`config.mk`:
```
export PLATFORM = sky130hd
export DESIGN_NAME = alu_issue_sequencer
export DESIGN_NICKNAME = d
export VERILOG_FILES = /design/src/rtl/alu_pkg.sv /design/src/rtl/result_fifo.sv /design/src/rtl/alu_issue_sequencer.sv
export SDC_FILE = /design/constraint.sdc
export NUM_CORES = 1
export LEC_CHECK = 0
export ABC_AREA = 1
export BUFFER_PORTS_ARGS = -buffer_cell sky130_fd_sc_hd__clkbuf_2
export CAP_MARGIN = 0
export CORE_MARGIN = 4
export CORE_UTILIZATION = 30
export CTS_CLUSTER_SIZE = 8
export DETAILED_ROUTE_END_ITERATION = 12
export GPL_ROUTABILITY_DRIVEN = 0
export MAX_ROUTING_LAYER = met4
export SLEW_MARGIN = 20
export SYNTH_ARGS = -nofsm -noshare
export SYNTH_HDL_FRONTEND = slang
export SYNTH_SLANG_ARGS = --single-unit
```
`constraint.sdc`:
```
create_clock -name clock_in -period 2.13 [get_ports clock_in]
set_clock_uncertainty 0.15 [all_clocks]
set_input_delay 0.3195 -clock clock_in [delete_from_list [all_inputs] [get_ports clock_in]]
set_output_delay 0.3195 -clock clock_in [all_outputs]
set_load 0.01 [all_outputs]
```
`src/rtl/alu_pkg.sv`:
```
// Shared ALU definitions: opcode encodings, sequencer state encoding and the
// result FIFO payload.
package alu_pkg;

    localparam int unsigned DATA_W = 8;
    localparam int unsigned OPC_W  = 8;

    localparam logic [OPC_W-1:0] ADD          = 8'd0;
    localparam logic [OPC_W-1:0] SUBTRACT     = 8'd1;
    localparam logic [OPC_W-1:0] MULTIPLY     = 8'd2;
    localparam logic [OPC_W-1:0] EQUALS       = 8'd3;
    localparam logic [OPC_W-1:0] GREATER_THAN = 8'd4;

    typedef enum logic [1:0] {
        SEQ_IDLE  = 2'd0,
        SEQ_RUN   = 2'd1,
        SEQ_FLUSH = 2'd2
    } seq_state_t;

    typedef struct packed {
        logic              last;
        logic [DATA_W-1:0] data;
    } res_entry_t;

endpackage

```
`src/rtl/result_fifo.sv`:
```
// Synchronous result FIFO holding {last, data} entries; depth must be a power
// of two so the pointers wrap naturally.
module result_fifo
    import alu_pkg::*;
#(
    parameter  int unsigned DEPTH = 4,
    localparam int unsigned PTR_W = $clog2(DEPTH),
    localparam int unsigned CNT_W = PTR_W + 1
) (
    input  logic             clk_i,
    input  logic             rst_ni,
    input  logic             push_i,
    input  res_entry_t       push_data_i,
    input  logic             pop_i,
    output res_entry_t       head_o,
    output logic             valid_o,
    output logic             full_o,
    output logic [CNT_W-1:0] count_o
);

    res_entry_t       mem_q [DEPTH];
    logic [PTR_W-1:0] wr_ptr_q;
    logic [PTR_W-1:0] rd_ptr_q;
    logic [CNT_W-1:0] count_q;
    logic             push_ok;
    logic             pop_ok;

    assign valid_o = (count_q != '0);
    assign full_o  = (count_q == CNT_W'(DEPTH));
    assign count_o = count_q;
    assign head_o  = mem_q[rd_ptr_q];

    // A pop frees the head slot in the same cycle, so push while full is
    // allowed when paired with a pop.
    assign pop_ok  = pop_i & valid_o;
    assign push_ok = push_i & (~full_o | pop_ok);

    always_ff @(posedge clk_i or negedge rst_ni) begin
        if (!rst_ni) begin
            wr_ptr_q <= '0;
            rd_ptr_q <= '0;
            count_q  <= '0;
            for (int i = 0; i < int'(DEPTH); i++) begin
                mem_q[i] <= '0;
            end
        end else begin
            if (push_ok) begin
                mem_q[wr_ptr_q] <= push_data_i;
                wr_ptr_q        <= wr_ptr_q + PTR_W'(1);
            end
            if (pop_ok) begin
                rd_ptr_q <= rd_ptr_q + PTR_W'(1);
            end
            count_q <= count_q + CNT_W'(push_ok) - CNT_W'(pop_ok);
        end
    end

endmodule

```
`src/rtl/alu_issue_sequencer.sv`:
```
// Command-driven sequencer: streams operand pairs through a registered issue
// stage into the ALU and collects per-element or reduced results in a FIFO.
module alu_issue_sequencer
    import alu_pkg::*;
#(
    parameter int unsigned FIFO_DEPTH = 4,
    parameter int unsigned LEN_W      = 8
) (
    input  logic              clock_in,
    input  logic              reset_in,
    input  logic              cmd_valid_in,
    output logic              cmd_ready_out,
    input  logic [OPC_W-1:0]  cmd_opcode_in,
    input  logic [LEN_W-1:0]  cmd_len_in,
    input  logic              cmd_reduce_in,
    input  logic              op_valid_in,
    output logic              op_ready_out,
    input  logic [DATA_W-1:0] op_a_in,
    input  logic [DATA_W-1:0] op_b_in,
    output logic              alu_enable_out,
    output logic [OPC_W-1:0]  alu_opcode_out,
    output logic [DATA_W-1:0] alu_input1_out,
    output logic [DATA_W-1:0] alu_input2_out,
    input  logic [DATA_W-1:0] alu_result_in,
    output logic              res_valid_out,
    input  logic              res_ready_in,
    output logic [DATA_W-1:0] res_data_out,
    output logic              res_last_out,
    output logic              busy_out
);

    localparam int unsigned CNT_W = $clog2(FIFO_DEPTH) + 1;

    seq_state_t        state_q, state_d;
    logic [OPC_W-1:0]  opcode_q, opcode_d;
    logic              reduce_q, reduce_d;
    logic [LEN_W-1:0]  remaining_q, remaining_d;
    logic [DATA_W-1:0] acc_q, acc_d;
    logic              issue_valid_q, issue_valid_d;
    logic              issue_last_q, issue_last_d;
    logic [DATA_W-1:0] in1_q, in1_d;
    logic [DATA_W-1:0] in2_q, in2_d;

    logic              cmd_ready;
    logic              op_ready;
    logic              push;
    res_entry_t        push_entry;
    logic              pop;
    res_entry_t        fifo_head;
    logic              fifo_valid;
    logic              fifo_full;
    logic [CNT_W-1:0]  fifo_count;

    always_ff @(posedge clock_in or negedge reset_in) begin
        if (!reset_in) begin
            state_q       <= SEQ_IDLE;
            opcode_q      <= '0;
            reduce_q      <= 1'b0;
            remaining_q   <= '0;
            acc_q         <= '0;
            issue_valid_q <= 1'b0;
            issue_last_q  <= 1'b0;
            in1_q         <= '0;
            in2_q         <= '0;
        end else begin
            state_q       <= state_d;
            opcode_q      <= opcode_d;
            reduce_q      <= reduce_d;
            remaining_q   <= remaining_d;
            acc_q         <= acc_d;
            issue_valid_q <= issue_valid_d;
            issue_last_q  <= issue_last_d;
            in1_q         <= in1_d;
            in2_q         <= in2_d;
        end
    end

    always_comb begin
        state_d       = state_q;
        opcode_d      = opcode_q;
        reduce_d      = reduce_q;
        remaining_d   = remaining_q;
        acc_d         = acc_q;
        issue_valid_d = 1'b0;
        issue_last_d  = issue_last_q;
        in1_d         = in1_q;
        in2_d         = in2_q;
        cmd_ready     = 1'b0;
        op_ready      = 1'b0;
        push          = 1'b0;
        push_entry    = '0;

        // Capture the ALU result for the live issue entry.
        if (issue_valid_q) begin
            if (reduce_q) begin
                acc_d = acc_q + alu_result_in;
            end else begin
                push            = 1'b1;
                push_entry.last = issue_last_q;
                push_entry.data = alu_result_in;
            end
        end

        case (state_q)
            SEQ_IDLE: begin
                cmd_ready = 1'b1;
                if (cmd_valid_in) begin
                    opcode_d = cmd_opcode_in;
                    reduce_d = cmd_reduce_in;
                    if (cmd_len_in != '0) begin
                        acc_d       = '0;
                        remaining_d = cmd_len_in;
                        state_d     = SEQ_RUN;
                    end
                end
            end
            SEQ_RUN: begin
                // Reserve a FIFO slot for every element in flight.
                op_ready = reduce_q |
                           ((fifo_count + CNT_W'(issue_valid_q)) < CNT_W'(FIFO_DEPTH));
                if (op_valid_in && op_ready) begin
                    issue_valid_d = 1'b1;
                    in1_d         = op_a_in;
                    in2_d         = op_b_in;
                    issue_last_d  = (remaining_q == LEN_W'(1));
                    remaining_d   = remaining_q - LEN_W'(1);
                    if (remaining_q == LEN_W'(1)) begin
                        state_d = SEQ_FLUSH;
                    end
                end
            end
            SEQ_FLUSH: begin
                if (!reduce_q) begin
                    if (issue_valid_q) begin
                        state_d = SEQ_IDLE;
                    end
                end else if (!issue_valid_q && !fifo_full) begin
                    push            = 1'b1;
                    push_entry.last = 1'b1;
                    push_entry.data = acc_q;
                    state_d         = SEQ_IDLE;
                end
            end
            default: begin
                state_d = SEQ_IDLE;
            end
        endcase
    end

    assign pop = res_ready_in & fifo_valid;

    result_fifo #(
        .DEPTH(FIFO_DEPTH)
    ) u_result_fifo (
        .clk_i      (clock_in),
        .rst_ni     (reset_in),
        .push_i     (push),
        .push_data_i(push_entry),
        .pop_i      (pop),
        .head_o     (fifo_head),
        .valid_o    (fifo_valid),
        .full_o     (fifo_full),
        .count_o    (fifo_count)
    );

    assign cmd_ready_out  = cmd_ready;
    assign op_ready_out   = op_ready;
    assign alu_enable_out = issue_valid_q;
    assign alu_opcode_out = opcode_q;
    assign alu_input1_out = in1_q;
    assign alu_input2_out = in2_q;
    assign res_valid_out  = fifo_valid;
    assign res_data_out   = fifo_head.data;
    assign res_last_out   = fifo_valid & fifo_head.last;
    assign busy_out       = (state_q != SEQ_IDLE) | issue_valid_q;

endmodule
```
==> run_summary.xml <==
<?xml version="1.0" encoding="UTF-8"?>
<metrics>
  <group name="sta">
    <metric name="hold_viol_final" unit="">0</metric>
    <metric name="tightest_slew" unit="ns">0.477</metric>
    <metric name="finalWorstPathRequiredPeriod" unit="ns">2.00</metric>
    <metric name="timing.slew.headroom" unit="">0.682</metric>
    <metric name="fin_crit_sh" unit="">0.940</metric>
    <metric name="fmax" unit="MHz">499</metric>
    <metric name="final.setup.worst_slack" unit="ns">0.128</metric>
    <metric name="setup-violations-final" unit="">0</metric>
    <metric name="final.setup.tns" unit="ns">0</metric>
    <metric name="grt_setup_unrepaired" unit="">false</metric>
    <metric name="slew_violations" unit="">0</metric>
  </group>
  <group name="clock_tree">
    <metric name="cts.sinks" unit="">88</metric>
    <metric name="tritoncts.num_buffers" unit="">9</metric>
    <metric name="ctsLongestPathBuffers" unit="">2</metric>
    <metric name="cts_max_level" unit="">3</metric>
    <metric name="clk_transition_reported_paths" unit="ns">0.06</metric>
    <metric name="clock_tree.root_cell" unit="">sky130_fd_sc_hd__clkbuf_16</metric>
    <metric name="tritoncts" unit="">done</metric>
    <metric name="clock_insertion_delay_worst_skew" unit="ns">0.34</metric>
  </group>
  <group name="global_routing">
    <metric name="grt_max_degree" unit="">36</metric>
    <metric name="first_global_vias" unit="">3867</metric>
    <metric name="global_route_wire_length_before_repair" unit="mm">19.2</metric>
    <metric name="grt_use_total" unit="">0.138</metric>
    <metric name="antenna_found_initial" unit="">1</metric>
    <metric name="grt_total_ovfl" unit="">0</metric>
  </group>
  <group name="flow_run">
    <metric name="maxCapViolCount" unit="">0</metric>
  </group>
  <group name="critical_path">
    <metric name="crit_path_start" unit="">reduce_q</metric>
    <metric name="timing.critical_path.required" unit="ns">2.21</metric>
    <metric name="setup.worst_path.start_class" unit="">register</metric>
    <metric name="r2r_slack" unit="ns">0.13</metric>
    <metric name="worst_r2r_path_depth" unit="">10</metric>
    <metric name="reg2reg_to" unit="">u_result_fifo.count_o[2]</metric>
    <metric name="timing.critical_path.fanout_max" unit="">5</metric>
    <metric name="cells_along_the_critical_path" unit="">buf_4, nor2_4, inv_2, nand2_8, nand2_1, inv_1, ha_1, inv_1, fa_1, xnor2_1</metric>
    <metric name="crit_slowest_cell" unit="">sky130_fd_sc_hd__dfrtp_1</metric>
    <metric name="crit_path_max_incr_delay" unit="ns">0.39</metric>
    <metric name="arrival" unit="ns">2.08</metric>
    <metric name="end_kind" unit="">register</metric>
    <metric name="timing_worst_setup_path_type" unit="">reg -&gt; reg</metric>
    <metric name="worst_r2r_start" unit="">reduce_q</metric>
    <metric name="worst_path_most_repeated_cell" unit="">sky130_fd_sc_hd__inv_1</metric>
  </group>
  <group name="logic_synthesis">
    <metric name="synthesis.area_per_instance" unit="sq um">7.96</metric>
    <metric name="syn-instance-count" unit="">575</metric>
    <metric name="post_synth_instance_area" unit="sq mm">0.00458</metric>
    <metric name="synth-seq-cells" unit="">88</metric>
    <metric name="synthDistinctLibCells" unit="">28</metric>
    <metric name="postSynthNetCount" unit="">638</metric>
    <metric name="yosysWarningCount" unit="">0</metric>
    <metric name="synth.yosys.seq_area_share" unit="">0.481</metric>
  </group>
  <group name="detailed_routing">
    <metric name="wire_length_after_detailed_routing" unit="mm">11.3</metric>
    <metric name="detailedRoute.firstPassIterationCount" unit="">5</metric>
    <metric name="routed_wl_per_cell" unit="microns">13.0</metric>
    <metric name="antenna_viol_nets_final" unit="">0</metric>
    <metric name="dr_total_vias" unit="">3931</metric>
    <metric name="route.detailed.drc" unit="">0</metric>
    <metric name="route.detailed.vias_per_inst" unit="">4.52</metric>
    <metric name="detailedRoute.firstIterationViolations" unit="">189</metric>
  </group>
  <group name="die">
    <metric name="die_x" unit="microns">132</metric>
    <metric name="start_util" unit="">0.310</metric>
    <metric name="die_height" unit="microns">132</metric>
    <metric name="design.die.area" unit="sq mm">0.0173</metric>
    <metric name="core_region_area" unit="sq mm">0.0148</metric>
    <metric name="top_level_ports" unit="">84</metric>
    <metric name="floorplan.rows" unit="">44</metric>
  </group>
  <group name="pwr">
    <metric name="power_density" unit="mW/mm^2">1460</metric>
    <metric name="ir_worst_vdd" unit="V">0.000620</metric>
    <metric name="leakagePower" unit="nW">2.99</metric>
  </group>
  <group name="worst_hold_path">
    <metric name="min_from" unit="">op_a_in[2]</metric>
    <metric name="worst_hold_path.num_cells" unit="">3</metric>
    <metric name="hold_end" unit="">alu_input1_out[2]</metric>
    <metric name="path_class_of_the_lowest_slack_min_delay_path" unit="">in -&gt; reg</metric>
  </group>
  <group name="placed_design">
    <metric name="dp_hpwl" unit="mm">8.14</metric>
    <metric name="place.port_buffers" unit="">83</metric>
    <metric name="worst_setup_slack_before_clock_tree_synthesis" unit="ns">0.0605</metric>
  </group>
  <group name="final_layout">
    <metric name="area_growth_syn_to_layout" unit="%">24.9</metric>
    <metric name="finalNetCount" unit="">742</metric>
    <metric name="most-common-layout-cells" unit="">sky130_fd_sc_hd__nand2_1 (200), sky130_fd_sc_hd__dfrtp_1 (87), sky130_fd_sc_hd__clkbuf_2 (82)</metric>
    <metric name="fillerInstances" unit="">1542</metric>
    <metric name="final_common_cell" unit="">sky130_fd_sc_hd__nand2_1</metric>
    <metric name="proportion_of_layout_cells_with_a_drive_suffix_above_1" unit="">0.213</metric>
  </group>
  <group name="status">
    <metric name="outcome" unit="">finished clean</metric>
  </group>
</metrics>
## repair_timing
item | CTS | global route
gates resized for setup | 1 | 12
pin swaps | 0 | 1
endpoints found under the hold margin | 34 | 0
endpoints found under the setup margin | 3 | 3
setup buffers | 0 | 5
hold buffers | 3 | 0
## state kept, by name (all words and copies together), names as in the netlist
name	count
alu_input2_out	8
u_result_fifo.count_o	3
u_result_fifo.wr_ptr_q	2
alu_input1_out	8
alu_opcode_out	8
state_q	2
issue_last_q	1
alu_enable_out	1
remaining_q	8
reduce_q	1
u_result_fifo.mem_q	36
u_result_fifo.rd_ptr_q	2
acc_q	8
## layout make-up
class	instances	area [sq um]	area share
repair buffers	108	651	0.114
flip-flops and latches	88	2200	0.385
inverters	68	258	0.0451
well taps	184	230	0.0403
multi-input cells	404	2040	0.357
clock buffers	14	274	0.0479
clock inverters	2	60.1	0.0105
diodes	1	2.50	0.000438
## worst max-delay path, delay by kind of cell (launching register included)
kind                     cells  cell delay [ns]
flip-flops                   1             0.39
adder cells (fa/ha/maj)      2             0.53
AND/OR/NAND/NOR              3             0.30
XOR/XNOR                     1             0.13
buffers and inverters        4             0.38
## synth_stat cells (all sizes together)
library cell  count  share of area
nand2           202           0.17
dfrtp            88           0.48
o21ai            74          0.084
inv              67          0.055
nor2             42          0.037
nand3            35          0.054
ha               15          0.041
a21oi            12          0.013
buf               9          0.016
o22ai             8          0.011
clkbuf            6         0.0049
nand4             4         0.0055
xnor2             4         0.0077
xor2              4         0.0077
fa                2         0.0087
a21boi            1         0.0016
clkinv            1        0.00082
or2               1         0.0019
## per-layer routing
| layer | part of all wire | track usage |
|---|---|---|
| met2 | 0.44 | 0.209 |
| met1 | 0.49 | 0.185 |
| met5 | 0 | - |
| met3 | 0.060 | 0.0390 |
| met4 | 0.013 | 0.0338 |
## cell families (layout without fill, tap and decap cells)
kind of cell / count (synthesis) / after routing / synth area share
AND/OR/NAND/NOR: 284 / 284 / 0.267
other: 0 / 1 / 0
AO/OA/AOI/OAI: 95 / 95 / 0.110
adder cells (fa/ha/maj): 17 / 17 / 0.0498
buffers and inverters: 83 / 192 / 0.0765
XOR/XNOR: 8 / 8 / 0.0153
flip-flops: 88 / 88 / 0.481
## per-stage QoR
stage                     utilization  total power [mW]  hold WS, ns  area, sq um  instances
final                           0.388              8.33       0.0143         5720        869
after global routing            0.388              9.09       0.0156         5720        869
after CTS                       0.382              8.27     0.000691         5640        863
after detailed placement        0.357              6.45        0.164         5270        844
after global placement          0.357              6.42        0.164         5270        844
after floorplan                     -              5.24       -0.126         4580        575
## where the power goes
group | total (mW) | internal [mW] | switching (mW)
registers | 2.75 | 2.32 | 0.432
logic | 3.81 | 1.52 | 2.30
clock network | 1.76 | 1.12 | 0.638
## worst max-delay path by stage
stage | to | slack, ns | cells after the start
final | u_result_fifo.count_o[2] | 0.13 | 10
after global routing | res_last_out | 0.0008 | 6
after detailed placement | u_result_fifo.count_o[2] | 0.06 | 10
after global placement | u_result_fifo.count_o[2] | 0.12 | 9
after floorplan | u_result_fifo.count_o[2] | 0.09 | 10
after CTS | res_last_out | 0.04 | 6
No activity file was read; power rests on OpenSTA's default activity.
